$ cat src/rtl/tx_sr_ctrl.sv
// tx_sr_ctrl: load/shift sequencer for the 128-to-64 transmit shift register with valid/ready on both sides.
// Optional stall watchdog enabled by defining TX_STALL_TIMEOUT_EN.
module tx_sr_ctrl #(
  parameter int WORDS_PER_BLOCK = 2,
  parameter int CNT_W = 16,
  parameter int STALL_LIMIT = 1024
) (
  input  logic             clk,
  input  logic             rst,
  input  logic             in_valid,
  output logic             in_ready,
  output logic             load_enable,
  output logic             shift_enable,
  output logic             tx_valid,
  input  logic             tx_ready,
  output logic             tx_last,
  output logic             busy,
  output logic [CNT_W-1:0] blk_cnt,
  output logic             stall_err
);
  localparam int WC_W = $clog2(WORDS_PER_BLOCK);
  localparam logic [WC_W-1:0] LAST = WC_W'(WORDS_PER_BLOCK - 1);
  typedef enum logic {IDLE, SEND} state_t;
  state_t state, state_nxt;
  logic [WC_W-1:0] word_cnt;
  logic abort;
  always_comb begin
    in_ready = 1'b0;
    load_enable = 1'b0;
    shift_enable = 1'b0;
    tx_valid = 1'b0;
    tx_last = 1'b0;
    busy = 1'b0;
    state_nxt = state;
    if (state == IDLE) begin
      in_ready = ~rst;
      load_enable = in_valid & ~rst;
      state_nxt = in_valid ? SEND : IDLE;
    end else begin
      tx_valid = 1'b1;
      busy = 1'b1;
      tx_last = word_cnt == LAST;
      in_ready = tx_ready & tx_last;
      load_enable = in_ready & in_valid;
      shift_enable = tx_ready & ~tx_last;
      state_nxt = (abort || (in_ready && !in_valid)) ? IDLE : SEND;
    end
  end
  // An accepted last word (in_ready while sending) completes a block.
  always_ff @(posedge clk or posedge rst)
    if (rst) begin
      state <= IDLE;
      word_cnt <= '0;
      blk_cnt <= '0;
    end else begin
      state <= state_nxt;
      word_cnt <= load_enable ? '0 : shift_enable ? word_cnt + 1'b1 : word_cnt;
      blk_cnt <= blk_cnt + CNT_W'(in_ready & tx_valid);
    end
`ifdef TX_STALL_TIMEOUT_EN
  localparam int SW = $clog2(STALL_LIMIT);
  logic [SW-1:0] stall_cnt;
  logic stalled;
  assign stalled = tx_valid & ~tx_ready;
  assign abort = stalled && stall_cnt == SW'(STALL_LIMIT - 1);
  always_ff @(posedge clk or posedge rst)
    if (rst) begin
      stall_cnt <= '0;
      stall_err <= 1'b0;
    end else begin
      stall_cnt <= (stalled && !abort) ? stall_cnt + 1'b1 : '0;
      stall_err <= stall_err | abort;
    end
`else
  assign abort = 1'b0;
  assign stall_err = 1'b0;
`endif
endmodule
$ cat config.mk
export PLATFORM = sky130hd
export DESIGN_NAME = tx_sr_ctrl
export DESIGN_NICKNAME = d
export VERILOG_FILES = /design/src/rtl/tx_sr_ctrl.sv
export SDC_FILE = /design/constraint.sdc
export NUM_CORES = 1
export LEC_CHECK = 0
export ABC_AREA = 1
export BUFFER_PORTS_ARGS = -buffer_cell sky130_fd_sc_hd__buf_4
export CORE_MARGIN = 2
export CORE_UTILIZATION = 53
export DETAILED_ROUTE_END_ITERATION = 6
export PLACE_DENSITY = 0.83
export SKIP_CTS_REPAIR_TIMING = 1
export SLEW_MARGIN = 30
export SYNTH_ARGS = -nofsm -noshare
export SYNTH_HDL_FRONTEND = slang
export SYNTH_SLANG_ARGS = --single-unit
$ cat constraint.sdc
create_clock -name clk -period 4.7 [get_ports clk]
set_input_delay 0.705 -clock clk [delete_from_list [all_inputs] [get_ports clk]]
set_output_delay 0.705 -clock clk [all_outputs]
set_load 0.01 [all_outputs]
==> metrics.yaml, run 1 <==
status: "complete, no violations"
syn_inst: 110
gp_congestion: 0.792
floorplan.initialDensity_pct: 55.2
internal_power_uw: 267
cpMaxStageDelayCell: "inv_1"
final_cells: 153
yosysMostFrequentCell: "nand2_1"
cts_made_buffers: 3
cts_root_buffer: "clkbuf_4"
htreeDepth: 1
worst_pin_slew_ns: 0.682
grt_pass1_wl_mm: 2.99
crit_path_start_kind: "input port"
grt_max_degree: 20
p_seq_share_pct: 53.0
port_buffers: 25
p_switching_uw: 133
synth_fp_nets: 117
grt_overflow_total: 0
synth_area_leaders: "dfrtp_1 (48%), nand2_1 (12%), inv_1 (6.8%), xor2_1 (6.6%), ha_1 (4.0%)"
drt-wirelength-per-cell_um: 11.6
setup_violations: 0
pin_count: 27
synth-edff-count: 0
async_flop_share_pct: 100
ant_nets: 0
vias: 774
fin_crit_sh_pct: 54.8
clock_sinks: 18
period_needed_ns: 2.57
drt-vias-per-instance: 5.06
nets: 145
holdWs_ns: 0.506
die_w_um: 45.9
drc: 0
n_antenna_cell: 0
drive_gt1_share_pct: 27.2
clkTransAtPathRegs_ns: 0.10
cp.arrival_ns: 1.87
synth-main-ff-cell: "dfrtp_1"
cp_slowest_stage_delay_ns: 0.49
n_fill_cell: 139
drv_slew: 0
powerDensity_nw_per_um2: 349
drt_iter0_markers: 8
synth_seq_cells: 18
coreArea_um2: 1690
p_comb_share_pct: 28.1
p_clk_share_pct: 18.9
critPathRequiredTime_ns: 3.99
leakage_uw: 0.000636
drt_wl_total_mm: 1.78
switching_share_pct: 33.3
worstPathCellList: "buf_4 > inv_1 > o21ai_0 > nor2_1 > buf_4"
regArea_um2: 450
avgSynthCellArea_um2: 8.47
multi_input_area_um2: 399
dpl.hpwl_mm: 1.34
syn_area_um2: 932
clock_latency_ns: 0.29
grt_usage_pct: 20.1
crit_top_cell: "buf_4"
rows: 15
synth.distinct_cells: 20
die_area_um2: 2110
die_height_um: 45.9
yosysWarnings: 0
dp_cells: 150
finalHoldViolations: 0
skew_ns: 0.00746
synth_top_area_share_pct: 48.3
synth.top_cells.by_count: "nand2_1 (29), dfrtp_1 (18), inv_1 (17)"
ir_worst_vdd_v: 0.000242
maxCapViolCount: 0
seq_area_frac_synth_pct: 48.3
clockBufferDepth: 2
antenna_found_initial: 0
cts_tree: "yes"
synthToLayoutAreaGrowth_pct: 23.2
clock.fmax_mhz: 389
grt_pass1_vias: 728
worstSetupPathType: "input port to output pin"
yosysTopAreaCell: "dfrtp_1"
drtPass1Iterations: 4
tns_ns: 0
end_kind: "output pin"
holdCritPathClass: "input port to asynchronous set/reset pin"
rsz0062_at_grt: "no"
slew_headroom_pct: 54.5
cp_max_fo: 19
## metal layers
layer | track usage (%) | up-vias | wire length [µm]
li1 | - | 389 | -
met1 | 24.4 | 357 | 735
met2 | 33.3 | 22 | 930
met3 | 3.57 | 6 | 71
met4 | 10.9 | 0 | 40
met5 | 0 | - | 0
## sequential cells by signal (all words and copies together) (netlist names)
register  flops
state         1
blk_cnt      16
word_cnt      1
## power by group through the flow
stage / sequential, µW / combinational [µW] / clock (µW)
2_1_floorplan: 222 / 48.6 / 0
3_3_place_gp: 213 / 111 / 0
3_5_place_dp: 215 / 115 / 0
4_1_cts: 213 / 115 / 78.1
5_1_grt: 216 / 125 / 84.5
6_report: 212 / 113 / 75.7
## critical path: cells and delay by family
kind	cells	cell delay (ns)
AO/OA/AOI/OAI	1	0.28
buffers and inverters	3	0.72
AND/OR/NAND/NOR	1	0.15
## placed cells by master (no fill, tap or decap), drive strengths merged
cell type  netlist  routed
inv             17      17
buf              2      25
ha               3       3
conb             1       1
dfrtp           18      18
clkinv           1       1
nand3b           1       1
o22ai            1       1
nand4            3       3
nand3            5       5
nand2           33      33
nor2            14      14
xor2             7       7
xnor2            2       2
o21ai            2       2
clkbuf           0       3
## layout make-up
class | instances | area share, %
sequential | 18 | 39.2
timing repair buffer | 25 | 16.3
clock buffer | 3 | 1.96
inverter | 18 | 5.88
tap | 17 | 1.85
multi-input combinational | 72 | 34.7
## cells by family (layout without fill, tap and decap cells)
family | count (synthesis) | in the layout | share of synthesized area (%)
other | 1 | 1 | 0.402
and+or+nand+nor | 56 | 56 | 28.2
DFF | 18 | 18 | 48.3
adders and majority gates | 3 | 3 | 4.03
AOI/OAI and AO/OA | 3 | 3 | 1.74
xor gates and xnor gates | 9 | 9 | 8.46
buffers and inverters | 20 | 46 | 8.86
## final timing paths
path                            depth (start not counted)       start     endpoint  slack, ns
worst min register to register                          1  blk_cnt[6]   blk_cnt[6]       0.54
worst min-delay path                                    2         rst  blk_cnt[14]       0.51
max in group asynchronous                               2         rst   blk_cnt[6]       3.75
worst max register to register                          8       state  blk_cnt[10]       2.97
worst max-delay path                                    5         rst  load_enable       2.13
min in group clk                                        1  blk_cnt[6]   blk_cnt[6]       0.54
## metrics by stage
step	util, %	setup WS, ns	cell area (µm²)	total power, µW
final	68.0	2.13	1150	401
after global routing	68.0	1.92	1150	425
after CTS	68.0	2.04	1150	406
after detailed placement	66.7	2.04	1130	330
after global placement	66.7	2.10	1130	324
after floorplan	-	2.45	932	270
No activity file was read; power rests on OpenSTA's default activity.
==> run 2, diff against run 1 <==
--- a/config.mk
+++ b/config.mk
@@ -8,9 +8,9 @@
 export ABC_AREA = 1
 export BUFFER_PORTS_ARGS = -buffer_cell sky130_fd_sc_hd__buf_4
 export CORE_MARGIN = 2
-export CORE_UTILIZATION = 53
+export CORE_UTILIZATION = 49
 export DETAILED_ROUTE_END_ITERATION = 6
-export PLACE_DENSITY = 0.83
+export PLACE_DENSITY = 0.78
 export SKIP_CTS_REPAIR_TIMING = 1
 export SLEW_MARGIN = 30
 export SYNTH_ARGS = -nofsm -noshare
==> constraint.sdc (replaced) <==
create_clock -name clk -period 2.6 [get_ports clk]
set_input_delay 0.39 -clock clk [delete_from_list [all_inputs] [get_ports clk]]
set_output_delay 0.39 -clock clk [all_outputs]
set_load 0.01 [all_outputs]
==> run 2 against run 1 <==
Critical path depth down 2. Combinational power up 82%. Design area up 1.5%. Via count unchanged. Global-route usage down 1.1 points. Total power up 82%. Clock skew down 0.0068 ns. Sequential share of layout area down 0.59 points. Worst hold slack worse by 0.40 ns. Clock power up 82%. Non-clock buffer count up 1. Largest cell class unchanged.
==> metrics.yaml, run 2 (synthesis gave the netlist of run 1 again) <==
final_cells: 162
cp.arrival_ns: 1.32
rsz0062_at_grt: "no"
final_area_um2: 1170
largest-register: "blk_cnt"
skew_ns: 0.000657
rows: 15
drt_wl_total_mm: 1.82
ir_worst_vdd_v: 0.000446
leakage_uw: 0.000641
clock_sinks: 18
ant_nets: 0
grt_max_degree: 20
port_buffers: 25
synthToLayoutAreaGrowth_pct: 25.1
clock_latency_ns: 0.29
top_regs: "blk_cnt x16, state x1, word_cnt x1"
place_ws_ns: 0.866
worstSetupPathType: "flop to output pin"
critPathRequiredTime_ns: 2.21
r2r-end: "blk_cnt[12]"
nets: 146
dp_cells: 159
crit_path_start_kind: "flop"
post-route-util_pct: 66.1
n_fill_cell: 154
worstRegToRegCells: 9
coreArea_um2: 1760
clock.fmax_mhz: 583
drive_gt1_share_pct: 27.7
largest_reg_flops: 16
clkTransAtPathRegs_ns: 0.10
cts_made_buffers: 3
holdCritPathClass: "input port to asynchronous set/reset pin"
end_kind: "output pin"
dpl.hpwl_mm: 1.42
htreeDepth: 1
die_area_um2: 2270
cts_root_buffer: "clkbuf_4"
clockBufferDepth: 2
grt_use_met2_pct: 33.2
maxCapViolCount: 0
antenna_found_initial: 0
grt_pass1_wl_mm: 2.98
status: "complete, no violations"
grt_overflow_total: 0
drt_iter0_markers: 21
setup_violations: 0
fin_crit_sh_pct: 66.0
n_antenna_cell: 0
tns_ns: 0
period_needed_ns: 1.71
drc: 0
drv_slew: 0
ff2ff_setup_slack_ns: 0.90
drtPass1Iterations: 4
floorplan.initialDensity_pct: 52.8
gp_congestion: 0.791
finalHoldViolations: 0
die_height_um: 47.6
drt-vias-per-instance: 4.78
drt-wirelength-per-cell_um: 11.2
grt_usage_pct: 19.0
pin_count: 27
post_dp_cell_area_um2: 1140
cts_tree: "yes"
final_cell_mix: "nand2_1 (29), buf_4 (26), dfrtp_1 (18)"
grt_pass1_vias: 741
grt_util_met3_pct: 4.91
cp_max_fo: 7
layout_commonest_cell: "nand2_1"
die_w_um: 47.6
powerDensity_nw_per_um2: 626
vias: 774
use_met1_pct: 23.0
grt_busiest_layer: "met2"
setup_ws_ns: 0.885
r2r_start: "state"
[run 2: cell type report]
cell class	count	area (µm²)	area share [%]
inverter	18	67.6	5.79
sequential	18	450	38.6
clock buffer	3	22.5	1.93
multi-input combinational	72	399	34.2
timing repair buffer	26	195	16.7
tap	25	31.3	2.68
[run 2: metrics by stage]
stage / total power, µW / hold WS (ns)
2_1_floorplan: 488 / 0.335
3_3_place_gp: 591 / 0.425
3_5_place_dp: 601 / 0.433
4_1_cts: 739 / 0.109
5_1_grt: 774 / 0.131
6_report: 730 / 0.105
[run 2: layer usage]
metal	up-vias	share of wire, %
met3	2	6.7
met1	356	41
met5	-	0
met4	0	0.22
met2	28	52
li1	388	-
[run 2: worst max path at each step]
| stage | slack, ns | start | end | cells after the start |
|---|---|---|---|---|
| 2_1_floorplan | 0.98 | rst | load_enable | 3 |
| 3_3_place_gp | 0.94 | tx_ready | blk_cnt[10] | 9 |
| 3_5_place_dp | 0.87 | tx_ready | blk_cnt[12] | 10 |
| 4_1_cts | 0.86 | state | load_enable | 3 |
| 5_1_grt | 0.71 | state | load_enable | 3 |
| 6_report | 0.89 | state | load_enable | 3 |
[run 2: critical path: stages, from the launching register on]
cell,delay (ns)
dfrtp_1,0.45
o21ai_0,0.35
nor2_1,0.08
buf_4,0.15
[run 2: power breakdown]
group / internal, µW / total (µW) / leakage, µW / switching [µW]
Sequential: 326 / 386 / 0.000220 / 60.9
Combinational: 105 / 206 / 0.000407 / 101
Clock: 53.8 / 138 / 0.0000138 / 83.7
Total: 484 / 730 / 0.000641 / 246
